[src/rtl/alu_share_ctrl_pkg.sv]
// Shared definitions for the ALU sharing controller: ALU control codes,
// FSM state encoding and the result-class decode of a control code.
package alu_share_ctrl_pkg;

    localparam logic [3:0] ALU_ADD = 4'b0000;
    localparam logic [3:0] ALU_LSW = 4'b0010;
    localparam logic [3:0] ALU_SLL = 4'b0100;
    localparam logic [3:0] ALU_AND = 4'b0101;
    localparam logic [3:0] ALU_NOR = 4'b0111;
    localparam logic [3:0] ALU_BEQ = 4'b1000;
    localparam logic [3:0] ALU_SLT = 4'b1011;

    typedef enum logic [1:0] {
        ST_IDLE = 2'b00,
        ST_EXEC = 2'b01,
        ST_RESP = 2'b10
    } state_e;

    // How a finished operation reports back: the ALU result word, only the
    // equality flag, or nothing at all for codes the ALU does not define.
    typedef enum logic [1:0] {
        RK_DATA = 2'b00,
        RK_ZERO = 2'b01,
        RK_NONE = 2'b10
    } res_kind_e;

    function automatic res_kind_e ctrl_kind(input logic [3:0] ctrl);
        case (ctrl)
            ALU_ADD, ALU_LSW, ALU_SLL,
            ALU_AND, ALU_NOR, ALU_SLT: return RK_DATA;
            ALU_BEQ:                   return RK_ZERO;
            default:                   return RK_NONE;
        endcase
    endfunction

endpackage

[src/rtl/alu_share_ctrl_if.sv]
// Request/response bundle between the two ALU requesters, the result
// consumer and the sharing controller.
interface alu_share_ctrl_if #(
    parameter int WIDTH  = 32,
    parameter int CTRL_W = 4
);
    logic              req0_valid;
    logic              req0_ready;
    logic [WIDTH-1:0]  req0_in1;
    logic [WIDTH-1:0]  req0_in2;
    logic [CTRL_W-1:0] req0_ctrl;

    logic              req1_valid;
    logic              req1_ready;
    logic [WIDTH-1:0]  req1_in1;
    logic [WIDTH-1:0]  req1_in2;
    logic [CTRL_W-1:0] req1_ctrl;

    logic              rsp_valid;
    logic              rsp_ready;
    logic              rsp_id;
    logic [WIDTH-1:0]  rsp_data;
    logic              rsp_zero;

    modport master (
        output req0_valid, req0_in1, req0_in2, req0_ctrl,
        input  req0_ready,
        output req1_valid, req1_in1, req1_in2, req1_ctrl,
        input  req1_ready,
        input  rsp_valid, rsp_id, rsp_data, rsp_zero,
        output rsp_ready
    );

    modport slave (
        input  req0_valid, req0_in1, req0_in2, req0_ctrl,
        output req0_ready,
        input  req1_valid, req1_in1, req1_in2, req1_ctrl,
        output req1_ready,
        output rsp_valid, rsp_id, rsp_data, rsp_zero,
        input  rsp_ready
    );

endinterface

[src/rtl/alu_share_ctrl_rr_arb2.sv]
// Two-way round-robin arbiter: one-hot grant from the valids while enabled,
// with the most recent winner remembered so ties alternate.
module rr_arb2 (
    input  logic       clk,
    input  logic       reset,
    input  logic       en,
    input  logic [1:0] valid,
    output logic [1:0] grant
);

    logic last_grant;

    always_comb begin
        grant = 2'b00;
        if (en) begin
            case (valid)
                2'b01:   grant = 2'b01;
                2'b10:   grant = 2'b10;
                2'b11:   grant = last_grant ? 2'b01 : 2'b10;
                default: grant = 2'b00;
            endcase
        end
    end

    // Reset to port 1 so that port 0 wins the very first tie.
    always_ff @(posedge clk or posedge reset) begin
        if (reset)
            last_grant <= 1'b1;
        else if (|grant)
            last_grant <= grant[1];
    end

endmodule

[src/rtl/alu_share_ctrl.sv]
// Shares one external combinational ALU between the execute stage (port 0)
// and the branch/address unit (port 1): accept, execute, respond.
module alu_share_ctrl
    import alu_share_ctrl_pkg::*;
#(
    parameter int WIDTH  = 32,
    parameter int CTRL_W = 4
) (
    input  logic              clk,
    input  logic              reset,
    alu_share_ctrl_if.slave   bus,
    output logic [WIDTH-1:0]  alu_in1,
    output logic [WIDTH-1:0]  alu_in2,
    output logic [CTRL_W-1:0] alu_ctrl,
    input  logic [WIDTH-1:0]  alu_out,
    input  logic              alu_zero
);

    state_e            state, state_nxt;
    logic [1:0]        grant;
    logic              accept;
    logic              rsp_valid;

    logic [WIDTH-1:0]  op_in1, op_in2;
    logic [CTRL_W-1:0] op_ctrl;
    logic              op_id;

    logic [WIDTH-1:0]  rsp_data_q;
    logic              rsp_zero_q;
    logic              rsp_id_q;

    logic [WIDTH-1:0]  res_data;
    logic              res_zero;
    res_kind_e         res_kind;

    // Grant only while idle and out of reset, so ready never rises early.
    rr_arb2 u_arb (
        .clk   (clk),
        .reset (reset),
        .en    ((state == ST_IDLE) && !reset),
        .valid ({bus.req1_valid, bus.req0_valid}),
        .grant (grant)
    );

    assign accept = |grant;

    always_ff @(posedge clk or posedge reset) begin
        if (reset)
            state <= ST_IDLE;
        else
            state <= state_nxt;
    end

    always_comb begin
        state_nxt = state;
        rsp_valid = 1'b0;
        case (state)
            ST_IDLE: if (accept) state_nxt = ST_EXEC;
            ST_EXEC: state_nxt = ST_RESP;
            ST_RESP: begin
                rsp_valid = 1'b1;
                if (bus.rsp_ready) state_nxt = ST_IDLE;
            end
            default: state_nxt = ST_IDLE;
        endcase
    end

    // Codes wider than the 4-bit ALU set are never defined operations.
    assign res_kind = ((op_ctrl >> 4) == '0) ? ctrl_kind(op_ctrl[3:0]) : RK_NONE;

    always_comb begin
        res_data = '0;
        res_zero = 1'b0;
        case (res_kind)
            RK_DATA: res_data = alu_out;
            RK_ZERO: res_zero = alu_zero;
            default: ;
        endcase
    end

    always_ff @(posedge clk or posedge reset) begin
        if (reset) begin
            op_in1     <= '0;
            op_in2     <= '0;
            op_ctrl    <= '0;
            op_id      <= 1'b0;
            rsp_data_q <= '0;
            rsp_zero_q <= 1'b0;
            rsp_id_q   <= 1'b0;
        end else begin
            if (accept) begin
                op_in1  <= grant[1] ? bus.req1_in1  : bus.req0_in1;
                op_in2  <= grant[1] ? bus.req1_in2  : bus.req0_in2;
                op_ctrl <= grant[1] ? bus.req1_ctrl : bus.req0_ctrl;
                op_id   <= grant[1];
            end
            if (state == ST_EXEC) begin
                rsp_data_q <= res_data;
                rsp_zero_q <= res_zero;
                rsp_id_q   <= op_id;
            end
        end
    end

    assign alu_in1  = op_in1;
    assign alu_in2  = op_in2;
    assign alu_ctrl = op_ctrl;

    assign bus.req0_ready = grant[0];
    assign bus.req1_ready = grant[1];
    assign bus.rsp_valid  = rsp_valid;
    assign bus.rsp_id     = rsp_id_q;
    assign bus.rsp_data   = rsp_data_q;
    assign bus.rsp_zero   = rsp_zero_q;

endmodule

[src/flat_wrapper.sv]
// flat-port wrapper written by rule: the top's interface ports become plain ports
module alu_share_ctrl_flat import alu_share_ctrl_pkg::*;
#(
    parameter int WIDTH  = 32,
    parameter int CTRL_W = 4
)
  (clk, reset, alu_in1, alu_in2, alu_ctrl, alu_out, alu_zero, bus_req0_valid, bus_req0_in1, bus_req0_in2, bus_req0_ctrl, bus_req0_ready, bus_req1_valid, bus_req1_in1, bus_req1_in2, bus_req1_ctrl, bus_req1_ready, bus_rsp_valid, bus_rsp_id, bus_rsp_data, bus_rsp_zero, bus_rsp_ready);
  alu_share_ctrl_if #(.WIDTH(WIDTH), .CTRL_W(CTRL_W)) bus_i ();
  input  logic clk;
  input  logic reset;
  output logic [WIDTH-1:0] alu_in1;
  output logic [WIDTH-1:0] alu_in2;
  output logic [CTRL_W-1:0] alu_ctrl;
  input  logic [WIDTH-1:0] alu_out;
  input  logic alu_zero;
  input wire logic [$bits(bus_i.req0_valid)-1:0] bus_req0_valid;
  input wire logic [$bits(bus_i.req0_in1)-1:0] bus_req0_in1;
  input wire logic [$bits(bus_i.req0_in2)-1:0] bus_req0_in2;
  input wire logic [$bits(bus_i.req0_ctrl)-1:0] bus_req0_ctrl;
  output wire logic [$bits(bus_i.req0_ready)-1:0] bus_req0_ready;
  input wire logic [$bits(bus_i.req1_valid)-1:0] bus_req1_valid;
  input wire logic [$bits(bus_i.req1_in1)-1:0] bus_req1_in1;
  input wire logic [$bits(bus_i.req1_in2)-1:0] bus_req1_in2;
  input wire logic [$bits(bus_i.req1_ctrl)-1:0] bus_req1_ctrl;
  output wire logic [$bits(bus_i.req1_ready)-1:0] bus_req1_ready;
  output wire logic [$bits(bus_i.rsp_valid)-1:0] bus_rsp_valid;
  output wire logic [$bits(bus_i.rsp_id)-1:0] bus_rsp_id;
  output wire logic [$bits(bus_i.rsp_data)-1:0] bus_rsp_data;
  output wire logic [$bits(bus_i.rsp_zero)-1:0] bus_rsp_zero;
  input wire logic [$bits(bus_i.rsp_ready)-1:0] bus_rsp_ready;
  assign bus_i.req0_valid = bus_req0_valid;
  assign bus_i.req0_in1 = bus_req0_in1;
  assign bus_i.req0_in2 = bus_req0_in2;
  assign bus_i.req0_ctrl = bus_req0_ctrl;
  assign bus_req0_ready = bus_i.req0_ready;
  assign bus_i.req1_valid = bus_req1_valid;
  assign bus_i.req1_in1 = bus_req1_in1;
  assign bus_i.req1_in2 = bus_req1_in2;
  assign bus_i.req1_ctrl = bus_req1_ctrl;
  assign bus_req1_ready = bus_i.req1_ready;
  assign bus_rsp_valid = bus_i.rsp_valid;
  assign bus_rsp_id = bus_i.rsp_id;
  assign bus_rsp_data = bus_i.rsp_data;
  assign bus_rsp_zero = bus_i.rsp_zero;
  assign bus_i.rsp_ready = bus_rsp_ready;
  alu_share_ctrl #(.WIDTH(WIDTH), .CTRL_W(CTRL_W)) u_core (.clk(clk), .reset(reset), .bus(bus_i), .alu_in1(alu_in1), .alu_in2(alu_in2), .alu_ctrl(alu_ctrl), .alu_out(alu_out), .alu_zero(alu_zero));
endmodule
[config.mk]
export PLATFORM = sky130hd
export DESIGN_NAME = alu_share_ctrl_flat
export DESIGN_NICKNAME = d
export VERILOG_FILES = /design/src/rtl/alu_share_ctrl_pkg.sv /design/src/rtl/alu_share_ctrl_if.sv /design/src/rtl/alu_share_ctrl_rr_arb2.sv /design/src/rtl/alu_share_ctrl.sv /design/src/flat_wrapper.sv
export SDC_FILE = /design/constraint.sdc
export NUM_CORES = 1
export LEC_CHECK = 0
export ABC_AREA = 0
export CAP_MARGIN = 10
export CORE_MARGIN = 2
export CORE_UTILIZATION = 35
export CTS_CLUSTER_SIZE = 12
export DETAILED_ROUTE_END_ITERATION = 16
export DONT_BUFFER_PORTS = 1
export MAX_ROUTING_LAYER = met4
export PLACE_DENSITY_LB_ADDON = 0.1
export SLEW_MARGIN = 5
export SYNTH_ARGS = -nofsm -noshare
export SYNTH_HDL_FRONTEND = slang
export SYNTH_SLANG_ARGS = --single-unit
export TNS_END_PERCENT = 50
[constraint.sdc]
create_clock -name clk -period 6.38 [get_ports clk]
set_input_delay 0.638 -clock clk [delete_from_list [all_inputs] [get_ports clk]]
set_output_delay 0.638 -clock clk [all_outputs]
set_load 0.01 [all_outputs]
==> metrics, run 1 <==
Final WS setup=3.672 ns; worst-skew pair later-pin latency=0.34 ns; Final #Nets=662; initial DRC count=205; share of the synthesized area in the top cell type=51.43%; # IOs=279; vias in the first global route=4,045; Via density=6.019; Yosys top cell by area=dfrtp_1; Sequential Power Share=51.7%; DP Cell Count=661; crit share post-route=42.45%; FF/Latch Area=2654 sq um; TritonCTS clock tree=done; All-Layer GR Usage=19.44%; Final Wtd Congestion=0.7677; Worst setup EP type=primary output; pwr dens=471.0 nW/um^2; first-pass GRT wire length=23.52 mm; max-slew violations=0; Die H=124.8 um; share of cells above drive strength 1=9.533%; Top FF cell, synth=dfrtp_1; gr ovfl total=0; final worst clock skew=0.007673 ns; drt wl/cell=21.95 um; Setup TNS Final=0 ns; Setup violations, final=0; final hold viol count=0; fin crit period=2.708 ns; Starting Density=35.55%; mean area per synthesized cell=9.621 sq um; final wirelength=14.86 mm; Core ar.=14,370 sq um; worst path arrival time=2.07 ns; Worst setup SP type=register; Pint=1.549 mW; total of max-cap violations=0; syn nets=705; pre-CTS setup slack=3.853 ns; switching power total=1.028 mW; Fillers=1,463; Setup Buffers After CTS=0; Slew headroom=32.59%; Clk pin slew, worst setup/hold paths=0.07 ns; via count=4,075; max frequency=369.2 MHz; hpwl dp=9.677 mm; Worst setup startpoint=u_core.state[0]; Rows=44; end of the worst register-to-register path=u_core.alu_in1[29]; full die area=15,580 sq um; Post-synth EDFFs=0; Pleak=2.180 nW; Synth async-reset ratio=100.0%; CTS root buf=clkbuf_16; Mapped Area=5109 sq um; crit path capture=bus_req1_ready; setup repair after global routing missed its margin=false; Multi-input gate area=2181 sq um; sw frac=39.88%; PortBufs=0; post-route insts no fill=677; Die Width=124.8 um; worst hold path class=in -> async; distinct cell type count after synthesis=31; largest net degree at the start of global routing=80; synth-to-layout area growth=7.103%; Remaining DRCs=0; Peak VDD IR=0.1579 mV; Synth area leaders=dfrtp_1, a21oi_1, a31oi_1, nand3_1, mux2i_1; Crit Reg-Reg Startpoint=u_core.state[0]; Clock Power Share=23.3%; R2R depth=5; CP Class=reg -> out; clk buf depth=2; R2R Setup Slk=3.98 ns; Worst Path Required=5.74 ns; antenna-violating nets left=0; cts repair resizes=0; status=complete, no violations; flops & latches, synth=106; n_diodes=0; drt pass-1 iters=4; combinational group share of total power=25.0%; # hold bufs at CTS=0; initial antenna violation count=0; post-synthesis sequential area ratio=51.95%; synth warn=0; most frequent cells in the layout=dfrtp_1, a21oi_1, nand3_1, o21ai_0, a31oi_1; clk sinks=106; CTS Buf Count=9; CTS H-tree depth=3; most common cell after layout, fill and taps aside=dfrtp_1; actual slew at the worst max-slew pin=1.011 ns; critical path fanouts, max=69; Cells after Synth=531
==> state kept, by name, indices dropped and copies added, names as in the netlist <==
| signal | count |
|---|---|
| u_core.alu_in1 | 32 |
| u_core.state | 2 |
| u_core.bus.rsp_id | 1 |
| u_core.op_id | 1 |
| u_core.alu_ctrl | 4 |
| u_core.alu_in2 | 32 |
| u_core.bus.rsp_data | 32 |
| u_core.bus.rsp_zero | 1 |
| u_core.u_arb.last_grant | 1 |
==> critical path, cell delays in order, from the launching register on <==
cell     delay [ns]
dfrtp_1        0.42
or3_2          0.48
buf_4          0.35
nor2_1         0.47
==> worst min-delay path by stage <==
| stage | endpoint | slack [ns] | depth (start not counted) |
|---|---|---|---|
| after floorplan | u_core.op_id | 0.45 | 1 |
| after global placement | u_core.op_id | 0.48 | 1 |
| after detailed placement | u_core.op_id | 0.49 | 1 |
| after CTS | u_core.alu_in1[29] | 0.15 | 1 |
| after global routing | u_core.alu_in2[27] | 0.17 | 1 |
| final | u_core.alu_in1[7] | 0.15 | 1 |
==> layout make-up <==
cell class	count	share of cell area [%]
clock buffer	13	5.122
tap	184	4.208
clock inverter	3	0.8232
sequential	106	48.50
inverter	3	0.2515
multi-input combinational	359	39.86
timing repair buffer	9	1.235
==> stage by stage <==
| stage | util, % | power [mW] | instance area, sq um | hold slack (ns) |
|---|---|---|---|---|
| 2_1_floorplan | - | 1.809 | 5109 | 0.4458 |
| 3_3_place_gp | 35.73 | 1.980 | 5134 | 0.4752 |
| 3_5_place_dp | 35.73 | 1.997 | 5134 | 0.4860 |
| 4_1_cts | 37.99 | 2.603 | 5459 | 0.1482 |
| 5_1_grt | 38.08 | 2.757 | 5472 | 0.1676 |
| 6_report | 38.08 | 2.577 | 5472 | 0.1480 |
==> synthesized netlist by cell type (all sizes together) (2+ instances only) <==
master,count
a31oi,68
o21ai,70
nand2b,3
inv,3
dfrtp,105
mux2i,32
buf,29
nor2,2
a21o,2
clkbuf,34
nand3,69
a21oi,100
==> routing by layer <==
layer	vias up	GRT usage (%)	wire [um]
li1	1890	-	-
met1	1973	24.68	6204
met2	191	30.34	7171
met3	21	5.198	1225
met4	0	6.471	261
met5	-	-	0
==> logic make-up (layout without fill, tap and decap cells) <==
logic type             count (synthesis)  after routing  share of synthesized area [%]
multiplexers                          33             33                          6.490
AO/OA/AOI/OAI                        244            244                          27.23
flip-flops                           106            106                          51.95
buffers and inverters                 66             28                          6.074
AND/OR/NAND/NOR                       82             82                          8.254
==> power by group through the flow <==
stage | combinational (mW) | sequential, mW | clock [mW]
after floorplan | 0.553 | 1.26 | 0
after global routing | 0.738 | 1.37 | 0.649
after CTS | 0.647 | 1.34 | 0.618
final | 0.645 | 1.33 | 0.600
after global placement | 0.631 | 1.35 | 0
after detailed placement | 0.652 | 1.34 | 0
No activity file was read; power rests on OpenSTA's default activity.
==> inputs of run 2 (changes only) <==
clock period = 2.43 ns   (was 6.38 ns; I/O delays follow)
==> metrics, run 2 (same netlist as run 1, synthesis figures left out) <==
status=complete, no violations; Worst Path Required=2.19 ns; critical-path cell list=or3_2 > nor2_1 > buf_4; max frequency=445.9 MHz; initial antenna violation count=0; critical path fanouts, max=33; design area=5555 sq um; Pint=4.045 mW; pre-CTS setup slack=0.4386 ns; via count=4,134; family with the most delay on the worst path=simple AND/OR/NAND/NOR gates; Final Util=38.66%; # IOs=279; CP Class=reg -> out; Die H=124.8 um; Pleak=2.220 nW; All-Layer GR Usage=20.10%; total of max-cap violations=0; Starting Density=35.55%; max-slew violations=0; largest net degree at the start of global routing=107; share of cells above drive strength 1=10.36%; n_diodes=0; slowest cell on the critical path=or3_2; Remaining DRCs=0; most common cell after layout, fill and taps aside=dfrtp_1; Worst setup startpoint=u_core.state[0]; hold_sp=alu_zero; CTS root buf=clkbuf_16; sw frac=40.19%; Slew headroom=49.75%; combinational group share of total power=26.2%; actual slew at the worst max-slew pin=0.7538 ns; switching power total=2.719 mW; R2R Setup Slk=0.43 ns; antenna-violating nets left=0; Final WS setup=0.1873 ns; Rows=44; Sequential Power Share=51.8%; Via density=6.026; crit share post-route=92.29%; Worst setup EP type=primary output; drt pass-1 iters=5; cts repair resizes=0; Die Width=124.8 um; worst path arrival time=2.00 ns; most frequent cells in the layout=dfrtp_1, a21oi_1, nand3_1, o21ai_0, a31oi_1; CTS Buf Count=9; Setup TNS Final=0 ns; hpwl dp=10.04 mm; clk buf depth=2; placed cell area=5238 sq um; setup repair after global routing missed its margin=false; Clk pin slew, worst setup/hold paths=0.07 ns; Peak VDD IR=0.3549 mV; TritonCTS clock tree=done; Final #Nets=671; overall power=6.764 mW; clk sinks=106; final hold viol count=0; first-pass GRT wire length=24.27 mm; worst path buffer plus inverter count=1; Crit Reg-Reg Startpoint=u_core.state[0]; synth-to-layout area growth=8.744%; drt wl/cell=22.41 um; worst-skew pair later-pin latency=0.35 ns; Final Wtd Congestion=0.7517; initial DRC count=302; vias in the first global route=4,281; final worst clock skew=0.009816 ns; Setup violations, final=0; Clock Power Share=22.0%; PortBufs=0; CTS H-tree depth=3; pwr dens=1218 nW/um^2; Worst setup SP type=register; Core ar.=14,370 sq um; gr ovfl total=0; worst hold path class=in -> reg; fin crit period=2.243 ns; final wirelength=15.37 mm; Worst path max stage delay=0.77 ns; full die area=15,580 sq um
-- run 2: cell count changes in the layout (fill, tap and decap cells not counted), sizes merged --
cell         before  now
clkinv            0    2
dlygate4sd3       0    2
buf               9   16
clkbuf           13   12
inv               3    2
-- run 2: timing repair --
item / in CTS / in global routing
setup buffers: 0 / 0
hold buffers: 2 / 0
endpoints found under the hold margin: 106 / 0
-- run 2: path summary, 6_finish.rpt --
check	endpoint	cells past startpoint
setup / recovery	bus_req1_ready	3
hold / removal	u_core.bus.rsp_zero	2
setup reg to reg	u_core.alu_in2[27]	4
hold reg to reg	u_core.op_id	1
max in group asynchronous	u_core.alu_in1[21]	3
min in group asynchronous	u_core.state[1]	3
-- run 2: power by group through the flow --
stage | logic [mW] | clock network [mW] | registers [mW]
after floorplan | 1.45 | 0 | 3.30
after global placement | 1.74 | 0 | 3.56
after detailed placement | 1.81 | 0 | 3.54
after CTS | 1.80 | 1.54 | 3.52
after global routing | 2.04 | 1.62 | 3.60
final | 1.77 | 1.49 | 3.51
-- run 2: layout make-up --
type,count,area (sq um)
flip-flops and latches,106,2654
inverters,3,15.01
clock inverters,4,51.30
well taps,184,230.2
fillers,1478,8813
multi-input cells,359,2168
repair buffers,18,190.2
clock buffers,12,246.5
-- run 2: worst register-to-register path: stages, from the launching register on --
cell and delay, ns:
dfrtp_1 0.42, or3_2 0.77, buf_4 0.36, o21ai_0 0.21
a31oi_1 0.11
-- run 2: layer usage --
layer | vias to the layer above | GRT usage [%] | part of all wire (%)
met4 | 0 | 8.366 | 2.7
met5 | - | - | 0
met3 | 25 | 6.400 | 9.3
met2 | 205 | 30.70 | 47
li1 | 1898 | - | -
met1 | 2006 | 24.74 | 41
-- run 2: metrics by stage --
stage	hold slack (ns)	cells
2_1_floorplan	0.3506	531
4_1_cts	0.02924	686
3_5_place_dp	0.3503	668
3_3_place_gp	0.3446	668
5_1_grt	0.03985	686
6_report	0.04226	686
==> RTL change, RTL diff (settings of run 1) <==
`CTRL_W` is set to 4 in 3 places; all go to 6.
--- a/src/rtl/alu_share_ctrl_if.sv
+++ b/src/rtl/alu_share_ctrl_if.sv
@@ -2,7 +2,7 @@
 // consumer and the sharing controller.
 interface alu_share_ctrl_if #(
     parameter int WIDTH  = 32,
-    parameter int CTRL_W = 4
+    parameter int CTRL_W = 6
 );
     logic              req0_valid;
     logic              req0_ready;
--- a/src/rtl/alu_share_ctrl.sv
+++ b/src/rtl/alu_share_ctrl.sv
@@ -4,7 +4,7 @@
     import alu_share_ctrl_pkg::*;
 #(
     parameter int WIDTH  = 32,
-    parameter int CTRL_W = 4
+    parameter int CTRL_W = 6
 ) (
     input  logic              clk,
     input  logic              reset,
--- a/src/flat_wrapper.sv
+++ b/src/flat_wrapper.sv
@@ -2,7 +2,7 @@
 module alu_share_ctrl_flat import alu_share_ctrl_pkg::*;
 #(
     parameter int WIDTH  = 32,
-    parameter int CTRL_W = 4
+    parameter int CTRL_W = 6
 )
   (clk, reset, alu_in1, alu_in2, alu_ctrl, alu_out, alu_zero, bus_req0_valid, bus_req0_in1, bus_req0_in2, bus_req0_ctrl, bus_req0_ready, bus_req1_valid, bus_req1_in1, bus_req1_in2, bus_req1_ctrl, bus_req1_ready, bus_rsp_valid, bus_rsp_id, bus_rsp_data, bus_rsp_zero, bus_rsp_ready);
   alu_share_ctrl_if #(.WIDTH(WIDTH), .CTRL_W(CTRL_W)) bus_i ();
Ports: changed (resized alu_ctrl, bus_req0_ctrl and bus_req1_ctrl); port bits go from 279 to 285. The function was not compared with the original's and may differ.
==> RTL change against run 1 <==
Combinational power fell by 21%. Worst setup slack got worse by 0.022 ns. Sequential cell count rose by 2. Global-route usage rose by 0.56 points. Largest power group unchanged. Routed wire length rose by 3.0%. Synthesized area fell by 3.2%. Critical endpoint unchanged. Power fell by 8.8%. Clock skew barely moved. Highest routed layer unchanged. First-iteration DRC count rose by 24%. Final area fell by 3.2%.
==> RTL change: results (changes against run 1) <==
{| class="wikitable"
! Metric !! Value
|-
| Via count of the first global-routing pass || 4070 (was 4045)
|-
| Number of gates resized after CTS || 0 (unchanged)
|-
| Dominant cells by area after synthesis || dfrtp_1 54%, a31oi_1 8.9%, nand3_1 7.3% (was dfrtp_1 51%, a21oi_1 9.8%, a31oi_1 7.1%)
|-
| Largest net degree at the start of global routing || 83 (was 80)
|-
| Clock root cell || clkbuf_16 (unchanged)
|-
| Post-synthesis compound-gate area fraction || 30.1% (was 27.2%)
|-
| Syn_nets || 686 (was 705)
|-
| # port buffers || 0 (unchanged)
|-
| Run status || completed (unchanged)
|-
| Clock transition at the register clock pins on the worst setup and hold paths after CTS || 0.07 ns (about the same)
|-
| Overall global routing resource usage || 20.0% (was 19.4%)
|-
| Filler cell count in the final layout || 1384 (was 1463)
|-
| Insertion delay to the later sink of the worst-skew pair || 0.35 ns
|-
| Starting DRT DRC Count || 254 (was 205)
|-
| Relative slew slack || 33.3% (was 32.6%)
|-
| CTS H-Tree Depth || 3 (unchanged)
|-
| Buffer depth of the longest clock path || 2 (unchanged)
|-
| First-pass GRT wire length || 22400 um (was 23500 um)
|-
| Post-DP HPWL || 9750 um (was 9680 um)
|-
| Adder-Cell Fraction of Synth Area || 0% (unchanged)
|-
| Syn avg cell area || 9.74 um2 (was 9.62 um2)
|-
| Static Leakage || 2.00 nW (was 2.18 nW)
|-
| DRT Pass-1 Iters || 4 (unchanged)
|-
| Number of antenna repair diodes || 0 (unchanged)
|-
| Sequential element share of the synthesized area || 54.7% (was 51.9%)
|-
| DR vias/cell || 6.24 (was 6.02)
|-
| Path type of the worst min-delay path || primary input to asynchronous set/reset pin (unchanged)
|-
| Buffers inserted during post-CTS setup optimization || 0 (unchanged)
|-
| Post-route insts no fill || 651 (was 677)
|-
| Clock tree skew after final layout || 0.00730 ns (was 0.00767 ns)
|-
| Count of different cell masters after synthesis || 31 (unchanged)
|-
| Post-synth top cells || 107 x dfrtp_1, 72 x nand3_1, 70 x a21oi_1, 70 x a31oi_1, 70 x o21ai_1 (was 105 x dfrtp_1, 100 x a21oi_1, 69 x nand3_1)
|-
| Post-placement cell count || 637 (was 661)
|-
| Mux contribution to synthesized area || 0.228% (was 6.49%)
|-
| Largest driver fanout on the critical path || 71 (was 69)
|-
| Weighted congestion reported at the end of routability-driven placement || 0.743 (was 0.768)
|-
| Placement Setup Slack || 3.52 ns (was 3.85 ns)
|-
| Instance area at placement || 4990 um2 (was 5130 um2)
|-
| Share of flip-flops with an asynchronous set or reset || 100% (unchanged)
|-
| Number of buffers added by the clock tree synthesis step || 9 (unchanged)
|-
| Initial antenna violation count || 0 (unchanged)
|-
| Yosys warnings || 0 (unchanged)
|-
| Critical path arrival || 2.09 ns (was 2.07 ns)
|-
| Xor/xnor share of the synthesized area || 0% (unchanged)
|-
| WL final || 15300 um (was 14900 um)
|-
| Worst vdd ir || 0.000176 V (was 0.000158 V)
|-
| Share of final-layout standard cells stronger than drive strength 1 || 6.79% (was 9.53%)
|}
## RTL change: changes by cell type after synthesis, sizes merged, moves of 2 or more
| cell | change |
|---|---|
| a22o | +32 |
| mux2i | -32 |
| a21oi | -30 |
| a31oi | +3 |
| nand3 | +3 |
| clkbuf | -2 |
| dfrtp | +2 |
| o21ai | +2 |
## RTL change: worst paths after layout
| path | endpoint | slack, ns | from | cells after the start |
|---|---|---|---|---|
| setup / recovery | bus_req1_ready | 3.65 | u_core.state[0] | 3 |
| hold / removal | u_core.bus.rsp_data[9] | 0.15 | reset | 1 |
| setup reg to reg | u_core.alu_in2[3] | 3.73 | u_core.state[0] | 5 |
| hold reg to reg | u_core.op_id | 0.48 | u_core.op_id | 1 |
| max in group asynchronous | u_core.alu_in1[0] | 4.91 | reset | 2 |
| min in group clk | u_core.state[1] | 0.40 | bus_rsp_ready | 1 |
## RTL change: layer usage
layer  vias to the layer above  wire (um)  global-route usage, %
li1                       1833          -                      -
met1                      1953       6020                   24.2
met2                       243       7330                   31.0
met3                        32       1520                   5.26
met4                         0        444                   9.55
met5                         -          0                      -
## RTL change: critical path, stage by stage, from the launching register on
cell	delay [ns]
dfrtp_1	0.45
or3_2	0.49
buf_4	0.37
nor2_1	0.43
## RTL change: area by class of cell
cell class                 instances  area, um2  share of cell area (%)
tap                              180        225                    4.25
clock buffer                      12        246                    4.65
clock inverter                     2       60.1                    1.13
multi-input combinational        337       1980                    37.4
inverter                           3       13.8                   0.260
timing repair buffer               9       67.6                    1.28
sequential                       108       2700                    51.0
## RTL change: power by group
| group | switching, mW | internal (mW) |
|---|---|---|
| Clock | 0.244 | 0.351 |
| Combinational | 0.324 | 0.187 |
| Sequential | 0.325 | 0.921 |
| Total | 0.892 | 1.46 |
